### src/rtl/rs232_pkg.sv
// Shared types and helpers for the TinyComp RS232 FIFO port.
package rs232_pkg;

  typedef enum logic [1:0] {IDLE, START, DATA, STOP} uart_state_t;

  localparam int unsigned MAX_DATA_BITS = 8;

  // Rounded bit period in clock cycles.
  function automatic int unsigned baud_div(input int unsigned clk_hz, input int unsigned baud);
    return (clk_hz + baud / 2) / baud;
  endfunction

endpackage

### src/rtl/sync_fifo.sv
// Single-clock FIFO with first-word fall-through head and occupancy count.
module sync_fifo #(
  parameter int unsigned WIDTH = 8,
  parameter int unsigned LOG2  = 4
) (
  input  logic             clk,
  input  logic             rst_n,
  input  logic             push,
  input  logic             pop,
  input  logic [WIDTH-1:0] din,
  output logic [WIDTH-1:0] dout,
  output logic [LOG2:0]    count,
  output logic             full,
  output logic             empty
);

  localparam int unsigned DEPTH = 2 ** LOG2;

  logic [WIDTH-1:0] mem_q [DEPTH];
  logic [LOG2-1:0]  wr_ptr_q;
  logic [LOG2-1:0]  rd_ptr_q;
  logic [LOG2:0]    count_q;
  logic             pop_ok;
  logic             push_ok;

  assign empty   = (count_q == '0);
  // count never exceeds DEPTH, so the MSB alone marks full
  assign full    = count_q[LOG2];
  assign pop_ok  = pop && !empty;
  assign push_ok = push && (!full || pop_ok);
  assign count   = count_q;
  assign dout    = empty ? '0 : mem_q[rd_ptr_q];

  always_ff @(posedge clk or negedge rst_n) begin
    if (!rst_n) begin
      wr_ptr_q <= '0;
      rd_ptr_q <= '0;
      count_q  <= '0;
    end else begin
      if (push_ok) wr_ptr_q <= wr_ptr_q + 1'b1;
      if (pop_ok)  rd_ptr_q <= rd_ptr_q + 1'b1;
      case ({push_ok, pop_ok})
        2'b10:   count_q <= count_q + 1'b1;
        2'b01:   count_q <= count_q - 1'b1;
        default: count_q <= count_q;
      endcase
    end
  end

  always_ff @(posedge clk) begin
    if (push_ok) mem_q[wr_ptr_q] <= din;
  end

endmodule

### src/rtl/rs232_fifo_port.sv
// Full-duplex UART for TinyComp I/O devices 0/1 with RX and TX FIFOs,
// legacy CPU handshake, sticky overrun / framing-error status.
module rs232_fifo_port
  import rs232_pkg::*;
#(
  parameter int unsigned CLK_HZ    = 40000000,
  parameter int unsigned BAUD      = 115200,
  parameter int unsigned DATA_BITS = 8,
  parameter int unsigned FIFO_LOG2 = 4
) (
  input  logic               clock,
  input  logic               reset,
  input  logic               RxD,
  output logic               TxD,
  input  logic               readRX,
  output logic               charReady,
  output logic [7:0]         RXchar,
  input  logic               writeTX,
  input  logic [7:0]         TXchar,
  output logic               TXempty,
  output logic [FIFO_LOG2:0] rxCount,
  output logic [FIFO_LOG2:0] txCount,
  output logic               rxOverrun,
  output logic               rxFrameErr,
  input  logic               clearErr
);

  localparam int unsigned DIV = baud_div(CLK_HZ, BAUD);
  localparam int unsigned CW  = $clog2(DIV) + 1;
  localparam int unsigned BW  = $clog2(MAX_DATA_BITS);

  localparam logic [CW-1:0] BIT_RELOAD  = CW'(DIV - 1);
  localparam logic [CW-1:0] HALF_RELOAD = CW'(DIV / 2 - 1);
  localparam logic [CW-1:0] CNT_ONE     = CW'(1);
  localparam logic [BW-1:0] LAST_BIT    = BW'(DATA_BITS - 1);

  // ---------------- TX path ----------------
  logic [DATA_BITS-1:0] tx_dout;
  logic                 tx_full;
  logic                 tx_empty;
  logic                 tx_pop;

  uart_state_t          tx_state_q, tx_state_d;
  logic [CW-1:0]        tx_cnt_q,   tx_cnt_d;
  logic [BW-1:0]        tx_bit_q,   tx_bit_d;
  logic [DATA_BITS-1:0] tx_shift_q, tx_shift_d;
  logic                 txd_q,      txd_d;

  sync_fifo #(.WIDTH(DATA_BITS), .LOG2(FIFO_LOG2)) u_tx_fifo (
    .clk   (clock),
    .rst_n (reset),
    .push  (writeTX),
    .pop   (tx_pop),
    .din   (TXchar[DATA_BITS-1:0]),
    .dout  (tx_dout),
    .count (txCount),
    .full  (tx_full),
    .empty (tx_empty)
  );

  always_comb begin
    tx_state_d = tx_state_q;
    tx_cnt_d   = tx_cnt_q;
    tx_bit_d   = tx_bit_q;
    tx_shift_d = tx_shift_q;
    tx_pop     = 1'b0;
    unique case (tx_state_q)
      IDLE: begin
        if (!tx_empty) begin
          tx_pop     = 1'b1;
          tx_shift_d = tx_dout;
          tx_cnt_d   = BIT_RELOAD;
          tx_state_d = START;
        end
      end
      START: begin
        if (tx_cnt_q == '0) begin
          tx_cnt_d   = BIT_RELOAD;
          tx_bit_d   = '0;
          tx_state_d = DATA;
        end else begin
          tx_cnt_d = tx_cnt_q - CNT_ONE;
        end
      end
      DATA: begin
        if (tx_cnt_q == '0) begin
          tx_cnt_d   = BIT_RELOAD;
          tx_shift_d = tx_shift_q >> 1;
          if (tx_bit_q == LAST_BIT) tx_state_d = STOP;
          else                      tx_bit_d   = tx_bit_q + 1'b1;
        end else begin
          tx_cnt_d = tx_cnt_q - CNT_ONE;
        end
      end
      STOP: begin
        if (tx_cnt_q == '0) begin
          tx_cnt_d = BIT_RELOAD;
          // chain straight into the next start bit when more data is queued
          if (!tx_empty) begin
            tx_pop     = 1'b1;
            tx_shift_d = tx_dout;
            tx_state_d = START;
          end else begin
            tx_state_d = IDLE;
          end
        end else begin
          tx_cnt_d = tx_cnt_q - CNT_ONE;
        end
      end
      default: tx_state_d = IDLE;
    endcase
  end

  // TxD is registered one cycle behind the state so each bit spans exactly DIV cycles
  always_comb begin
    txd_d = 1'b1;
    unique case (tx_state_q)
      START:   txd_d = 1'b0;
      DATA:    txd_d = tx_shift_q[0];
      default: txd_d = 1'b1;
    endcase
  end

  // ---------------- RX path ----------------
  logic                 rx_s1_q, rx_s2_q, rx_prev_q;
  uart_state_t          rx_state_q, rx_state_d;
  logic [CW-1:0]        rx_cnt_q,   rx_cnt_d;
  logic [BW-1:0]        rx_bit_q,   rx_bit_d;
  logic [DATA_BITS-1:0] rx_shift_q, rx_shift_d;
  logic                 ovr_q, ovr_d;
  logic                 fe_q,  fe_d;
  logic                 rx_push;
  logic                 ovr_set;
  logic                 fe_set;
  logic [DATA_BITS-1:0] rx_dout;
  logic                 rx_full;
  logic                 rx_empty;

  sync_fifo #(.WIDTH(DATA_BITS), .LOG2(FIFO_LOG2)) u_rx_fifo (
    .clk   (clock),
    .rst_n (reset),
    .push  (rx_push),
    .pop   (readRX),
    .din   (rx_shift_q),
    .dout  (rx_dout),
    .count (rxCount),
    .full  (rx_full),
    .empty (rx_empty)
  );

  always_comb begin
    rx_state_d = rx_state_q;
    rx_cnt_d   = rx_cnt_q;
    rx_bit_d   = rx_bit_q;
    rx_shift_d = rx_shift_q;
    rx_push    = 1'b0;
    ovr_set    = 1'b0;
    fe_set     = 1'b0;
    unique case (rx_state_q)
      IDLE: begin
        if (rx_prev_q && !rx_s2_q) begin
          rx_cnt_d   = HALF_RELOAD;
          rx_state_d = START;
        end
      end
      START: begin
        if (rx_cnt_q == '0) begin
          rx_cnt_d = BIT_RELOAD;
          rx_bit_d = '0;
          if (rx_s2_q) rx_state_d = IDLE;
          else         rx_state_d = DATA;
        end else begin
          rx_cnt_d = rx_cnt_q - CNT_ONE;
        end
      end
      DATA: begin
        if (rx_cnt_q == '0) begin
          rx_cnt_d   = BIT_RELOAD;
          rx_shift_d = {rx_s2_q, rx_shift_q[DATA_BITS-1:1]};
          if (rx_bit_q == LAST_BIT) rx_state_d = STOP;
          else                      rx_bit_d   = rx_bit_q + 1'b1;
        end else begin
          rx_cnt_d = rx_cnt_q - CNT_ONE;
        end
      end
      STOP: begin
        if (rx_cnt_q == '0) begin
          rx_cnt_d   = BIT_RELOAD;
          rx_state_d = IDLE;
          if (rx_s2_q) begin
            rx_push = 1'b1;
            // a full FIFO still has room if the CPU pops this cycle
            ovr_set = rx_full && !readRX;
          end else begin
            fe_set = 1'b1;
          end
        end else begin
          rx_cnt_d = rx_cnt_q - CNT_ONE;
        end
      end
      default: rx_state_d = IDLE;
    endcase
  end

  always_comb begin
    ovr_d = ovr_set ? 1'b1 : (clearErr ? 1'b0 : ovr_q);
    fe_d  = fe_set  ? 1'b1 : (clearErr ? 1'b0 : fe_q);
  end

  always_ff @(posedge clock or negedge reset) begin
    if (!reset) begin
      tx_state_q <= IDLE;
      tx_cnt_q   <= '0;
      tx_bit_q   <= '0;
      tx_shift_q <= '0;
      txd_q      <= 1'b1;
      rx_s1_q    <= 1'b1;
      rx_s2_q    <= 1'b1;
      rx_prev_q  <= 1'b1;
      rx_state_q <= IDLE;
      rx_cnt_q   <= '0;
      rx_bit_q   <= '0;
      rx_shift_q <= '0;
      ovr_q      <= 1'b0;
      fe_q       <= 1'b0;
    end else begin
      tx_state_q <= tx_state_d;
      tx_cnt_q   <= tx_cnt_d;
      tx_bit_q   <= tx_bit_d;
      tx_shift_q <= tx_shift_d;
      txd_q      <= txd_d;
      rx_s1_q    <= RxD;
      rx_s2_q    <= rx_s1_q;
      rx_prev_q  <= rx_s2_q;
      rx_state_q <= rx_state_d;
      rx_cnt_q   <= rx_cnt_d;
      rx_bit_q   <= rx_bit_d;
      rx_shift_q <= rx_shift_d;
      ovr_q      <= ovr_d;
      fe_q       <= fe_d;
    end
  end

  always_comb begin
    RXchar                = '0;
    RXchar[DATA_BITS-1:0] = rx_dout;
  end

  assign TxD        = txd_q;
  assign charReady  = !rx_empty;
  assign TXempty    = !tx_full;
  assign rxOverrun  = ovr_q;
  assign rxFrameErr = fe_q;

endmodule
### config.mk
export PLATFORM = sky130hd
export DESIGN_NAME = rs232_fifo_port
export DESIGN_NICKNAME = d
export VERILOG_FILES = /design/src/rtl/rs232_pkg.sv /design/src/rtl/sync_fifo.sv /design/src/rtl/rs232_fifo_port.sv
export SDC_FILE = /design/constraint.sdc
export NUM_CORES = 1
export LEC_CHECK = 0
export CORE_ASPECT_RATIO = 2
export CORE_MARGIN = 3
export CORE_UTILIZATION = 30
export CTS_CLUSTER_SIZE = 24
export DETAILED_ROUTE_END_ITERATION = 16
export PLACE_DENSITY = 0.44
export SLEW_MARGIN = 20
export SYNTH_ARGS = -nofsm -noshare
export SYNTH_HDL_FRONTEND = slang
export SYNTH_HIERARCHICAL = 1
export SYNTH_SLANG_ARGS = --single-unit
### constraint.sdc
create_clock -name clock -period 5.1 [get_ports clock]
set_input_delay 0.51 -clock clock [delete_from_list [all_inputs] [get_ports clock]]
set_output_delay 0.51 -clock clock [all_outputs]
set_load 0.005 [all_outputs]
# --- After elaboration in Yosys (flattened, before gate mapping) ---
# Memories as Yosys holds them, arrays and structs flattened.
# Index checks and enable logic that the tools add are counted.
classes:
  addsub: 12
  eq_ne: 24
  muxes: 55
  reduce_logical: 35
ops:
  columns: ["cell", "n"]
  rows:
  - ["$mux W10", 4]
  - ["$pmux W10 S2", 2]
  - ["$mux W8", 4]
  - ["$ne A2 B2 Y1 const B", 12]
  - ["$pmux W8 S3", 1]
  - ["$mux W2", 11]
  - ["$logic_not A10 Y1", 2]
  - ["$pmux W5 S2", 2]
  - ["$sub A10 B1 Y10 const B", 2]
  - ["$mux W1", 19]
  - ["$mux W3", 6]
  - ["$add A4 B1 Y4 const B", 4]
  - ["$pmux W2 S4", 2]
  - ["$eq A2 B2 Y1 const B", 6]
  - ["$pmux W3 S2", 2]
  - ["$reduce_bool A2 Y1", 6]
  - ["$add A5 B1 Y5 const B", 2]
  - ["$logic_not A5 Y1", 2]
  - ["$reduce_and A5 Y1", 2]
  - ["$sub A5 B1 Y5 const B", 2]
  - ["$eq A2 B1 Y1 const B", 4]
  - ["$reduce_and A4 Y1", 2]
  - ["$add A3 B1 Y3 const B", 2]
  - ["$eq A3 B3 Y1 const B", 2]
  - ["9 further kinds", 23]
totals:
  reg_bits: 78
  mem_bits_rw: 256
  out_inout_bits: 23
  elab_cells: 148
  n_memories: 2
memory_table:
  columns: ["memory", "words", "width", "rd", "rd_ports_with_merged_regs", "wr", "line", "text"]
  rows:
  - ["u_rx_fifo.mem_q", 16, 8, 1, 0, 1, "sync_fifo.sv:19", "logic [WIDTH-1:0] mem_q [DEPTH];"]
  - ["u_tx_fifo.mem_q", 16, 8, 1, 0, 1, "sync_fifo.sv:19", null]

# --- Depth between registers and ports, before layout ---
depth:
  depth_word: 9
  depth_mapped: 18
  mapped_depth_nobuf: 16

# --- Cells and area by module ---
# The synthesis kept the hierarchy.
modules_own_cells:
  columns: ["mod", "instances", "cells_each", "area_each_um2", "seq_area_each_um2"]
  rows:
  - ["sync_fifo at u_tx_fifo", 1, 308, 5875.6, 4169.0]
  - ["sync_fifo at u_rx_fifo", 1, 302, 5866.9, 4169.0]
  - ["rs232_fifo_port", 1, 246, 2670.1, 1306.3]

# --- Worst setup path after synthesis ---
# No wires, ideal clock.
synth_path:
  path_kind: "reg2reg"
  startpoint: "reg tx_cnt_q[0]"
  endpoint: "reg u_tx_fifo.count_q[4] (netlist: u_tx_fifo/count[4])"
  arrival_time_ps: 3674
  slack_ps: 1281
  stages_incl_launch_ff: 19
  path_buffers: 2
  period_less_slack_ps: 3819
  path_cell_list: "dfrtp_1 inv_1 ha_1 or3b_2 nor4_4 buf_4 a21oi_1 nor3_1 inv_1 a21boi_2 inv_1 ha_1 clkbuf_1 xor2_1 ha_1 o211ai_1 nor4_1 a2111oi_0 o211ai_1"
synth_via:
  elab_chain_len: 8
  elab_cells_between_ends: 10
  classes_between: "2 x eq/ne; 3 x mux; 5 x reduce/logical"
synth_lines:
  columns: ["element", "line", "text"]
  rows:
  - ["start: declaration", "rs232_fifo_port.sv:44", "logic [CW-1:0] tx_cnt_q, tx_cnt_d;"]
  - ["start signal: assignment", "rs232_fifo_port.sv:228", "tx_cnt_q <= tx_cnt_d;"]
  - ["$logic_not A10 Y1 (*)", "rs232_fifo_port.sv:96", "if (tx_cnt_q == '0) begin"]
  - ["$mux W1 (*)", "rs232_fifo_port.sv:96", null]
  - ["$pmux W1 S2 (*)", "rs232_fifo_port.sv:67", "unique case (tx_state_q)"]
  - ["via tx_pop", "rs232_fifo_port.sv:41", "logic tx_pop;"]
  - ["$logic_and A1 B1 Y1 (*)", "sync_fifo.sv:29", "assign pop_ok = pop && !empty;"]
  - ["$logic_or A1 B1 Y1", "sync_fifo.sv:30", "assign push_ok = push && (!full || pop_ok);"]
  - ["$logic_and A1 B1 Y1", "sync_fifo.sv:30", null]
  - ["$eq A2 B1 Y1 or $eq A2 B2 Y1 (tied branches)", "sync_fifo.sv:42", "case ({push_ok, pop_ok})"]
  - ["$pmux W5 S2 or $reduce_bool A2 Y1 (tied branches)", null, null]
  - ["end signal: assignment", "sync_fifo.sv:43", "2'b10: count_q <= count_q + 1'b1;"]
  - ["end signal: assignment", "sync_fifo.sv:44", "2'b01: count_q <= count_q - 1'b1;"]
  - ["end signal: assignment", "sync_fifo.sv:45", "default: count_q <= count_q;"]
  - ["end: declaration", "sync_fifo.sv:22", "logic [LOG2:0] count_q;"]
# Mark *: on every way through the listed nets, which the timed path passes. The rest lies on a longest branch.
# A chain may end at the register's enable or synchronous reset.

# --- Final worst setup path ---
# Same ends and word-level chain as after synthesis.

==> out/results.ini <==
[power]
intPower_mw=5.627
leakage_nw=5.737
p_sw_mw=2.518
clock_power_share_pct=28.6
p_per_area_nw_per_um2=491.8
swShare_pct=30.91
p_seq_share_pct=43.8
combinationalPowerShare_pct=27.5
totalPowerFinal_mw=8.145
max-vdd-ir-drop_v=0.0003186

[layout]
area_growth_pct=14.92
diodes=0
nets=954
drive_above_1_share_pct=17.33
design_area_um2=16560
fill_cells=4606

[cts]
clock-root-buffer=clkbuf_16
cts_tree=built
post_cts_resize_count=0
insertion_delay_ns=0.59
cts.sinks=334
clockBufferDepth=3
cts.reportedPaths.clkPinSlew_ns=0.07
cts_buffers=31
cts.htree.levels=1

[global_routing]
grt_max_degree=45
grt_pass1_vias=8190
met1_usage_pct=11.69
grt_usage_pct=12.54
grt_util_met2_pct=27.26
met3_usage_pct=1.626
grt_first_pass_wirelength_mm=48.97
antenna_found_initial=0
grt_overflow=0
grt_most_used_layer=met2

[detailed_routing]
routedWlPerCell_um=20.00
drt-total-wl_mm=31.34
drc=0
ant_nets=0
routed_via_density=4.729
first_pass_iters=4
vias=7411
first_iter_violations=243

[sta]
timing.fmax_mhz=227.1
slew_viol_final=0
finalSetupViolCount=0
rsz0062_at_grt=false
finClkSkew_ns=0.01487
fin_setup_tns_ns=0
finalCritPeriodShare_pct=86.35
hold_viol=0
maxSlewHeadroom_pct=35.40
min_period_ns=4.404
tightest_slew_ns=0.9691

[yosys]
ys_seq_area_share_pct=66.92
synthFlopType=edfxtp_1
syn-cell-area_um2=14410
syn-instance-count=856
ys_async_sr_fraction_pct=23.35
synth_cell_type_count=72
yosys_warnings=6
synth-edff-count=256
ys_ff_latch=334
synthesis.nets=900
postSynthAreaPerCell_um2=16.84

[setup_path]
endpoint_kind=register
crit_fanout=12
worstSetupPathType=register to register
crit_path_start_kind=register
worstPathRequired_ns=5.54
worstPathArrival_ns=4.84
r2r_cells=16

[place]
dpl.hpwl_mm=22.12
io_buffers=36
gp_congestion=0.7111
placed_cell_area_um2=15530

[floorplan]
die_h_um=316.0
pin_count=37
start_util_pct=30.34
die_area_um2=50870
core_um2=47510
core.rowCount=113
die_w_um=161.0

[status]
outcome=finished, final reports clean

[min_path]
hold_class=input port to register
hold_depth=1

[job]
cap_viol_max_count=0

[routing by layer]
layer  share of wire [%]  wire length [um]
met3                 2.7               861
met5                   0                 0
met2                  62             19480
met1                  33             10280
met4                 2.3               722
[layout by cell type, fill, tap and decap left out, drive strengths merged, types with 4 or more instances in the layout]
cell type	n
nand2	36
a21oi	8
buf	34
nand3	17
nor4b	7
mux2	29
clkbuf	35
and2	10
ha	30
inv	34
nor2b	21
nand3b	4
mux2i	17
clkinv	14
o211ai	4
mux4	64
dfstp	4
a211oi	33
or4	4
nor2	37
dfrtp	74
nor4	12
edfxtp	256
o21ai	14
xor2	11
clkdlybuf4s50	35
a21boi	5
nor3	11
xnor2	18
[final cells by class]
| class | count | area [um^2] | area share (%) |
|---|---|---|---|
| sequential | 334 | 9646 | 58.23 |
| multi-input combinational | 443 | 4374 | 26.41 |
| clock buffer | 35 | 820.8 | 4.955 |
| tap | 632 | 790.8 | 4.774 |
| timing repair buffer | 70 | 615.6 | 3.717 |
| clock inverter | 23 | 203.9 | 1.231 |
| inverter | 30 | 112.6 | 0.6799 |
[cells by family after synthesis]
kind of cell             after synthesis  synth area share [%]
AO/OA/AOI/OAI                         97                 4.940
adder cells (fa/ha/maj)               30                 2.604
AND/OR/NAND/NOR                      177                 6.841
flip-flops                           334                 66.92
multiplexers                         110                 14.07
buffers and inverters                 79                 2.865
XOR/XNOR                              29                 1.762
[metrics by stage]
step	cells	utilization [%]	worst slack, ns	hold slack (ns)
detailed placement	1508	32.69	0.6682	0.3596
global route	1567	34.87	0.2996	0.3157
finish	1567	34.87	0.6963	0.3324
CTS	1567	34.87	0.6416	0.2939
floorplan	856	-	1.281	0.2144
global placement	1508	32.69	0.8462	0.3489
[sequential cells by signal, indices dropped and copies added (netlist names), 3 cells and up, named ones only]
signal              cells
u_tx_fifo/wr_ptr_q      4
u_rx_fifo/mem_q       128
rx_shift_q              8
rx_cnt_q               10
u_tx_fifo/mem_q       128
u_tx_fifo/rd_ptr_q      4
u_rx_fifo/wr_ptr_q      4
rx_bit_q                3
u_rx_fifo/count         5
tx_shift_q              8
u_tx_fifo/count         5
tx_cnt_q               10
u_rx_fifo/rd_ptr_q      4
tx_bit_q                3
[power groups by stage]
stage               Clock (mW)  Combinational [mW]  Sequential (mW)
finish                    2.33                2.24             3.57
global route              2.53                2.50             3.63
CTS                       2.43                2.32             3.59
detailed placement           0                2.32             3.64
global placement             0                2.30             3.64
floorplan                    0                1.88             3.37
[final timing paths]
check	startpoint	to	slack, ns
worst max-delay path	tx_cnt_q[0]	u_tx_fifo/count[4]	0.70
worst min-delay path	RxD	rx_s1_q	0.33
worst max register to register	tx_cnt_q[0]	u_tx_fifo/count[4]	0.70
worst min register to register	rx_s1_q	rx_s2_q	0.37
max in group asynchronous	reset	u_rx_fifo/rd_ptr_q[0]	3.60
min in group asynchronous	reset	tx_shift_q[1]	0.45
[cell usage after synthesis, types with 5 or more instances]
| master | n | area (um^2) |
|---|---|---|
| nor2b_1 | 21 | 131.4 |
| a211oi_1 | 33 | 247.7 |
| ha_1 | 30 | 375.4 |
| mux4_1 | 24 | 630.6 |
| nor2_1 | 37 | 138.9 |
| clkbuf_1 | 20 | 75.07 |
| nor4_1 | 9 | 56.30 |
| nand2_1 | 35 | 131.4 |
| nor4b_1 | 5 | 43.79 |
| buf_4 | 10 | 75.07 |
| o21ai_0 | 8 | 40.04 |
| nor3_1 | 11 | 55.05 |
| mux2i_1 | 17 | 170.2 |
| inv_1 | 30 | 112.6 |
| xnor2_1 | 18 | 157.7 |
| a21oi_1 | 8 | 40.04 |
| buf_2 | 13 | 65.06 |
| mux2_2 | 12 | 135.1 |
| and2_1 | 10 | 62.56 |
| dfrtp_1 | 74 | 1852 |
| mux4_2 | 40 | 900.9 |
| edfxtp_1 | 256 | 7687 |
| nand3_1 | 17 | 85.08 |
| mux2_1 | 17 | 191.4 |
| xor2_1 | 11 | 96.34 |
[critical path, stage by stage (launching register included)]
cell and delay [ns]:
dfrtp_1 0.39, inv_1 0.08, ha_1 0.18, or3b_2 0.49, nor4_4 0.14, buf_4 0.23
a21oi_1 0.09, nor3_1 0.29, inv_1 0.15, a21boi_2 0.38, inv_1 0.11, ha_1 0.35
ha_1 0.43, o211ai_1 0.12, nor4bb_1 0.17, a2111oi_0 0.47, o211ai_1 0.16
[timing repair]
action	4_1_cts	5_1_grt
hold buffers	1	0
hold endpoints to repair	33	0
setup buffers	0	0
No activity file was read; power rests on OpenSTA's default activity.
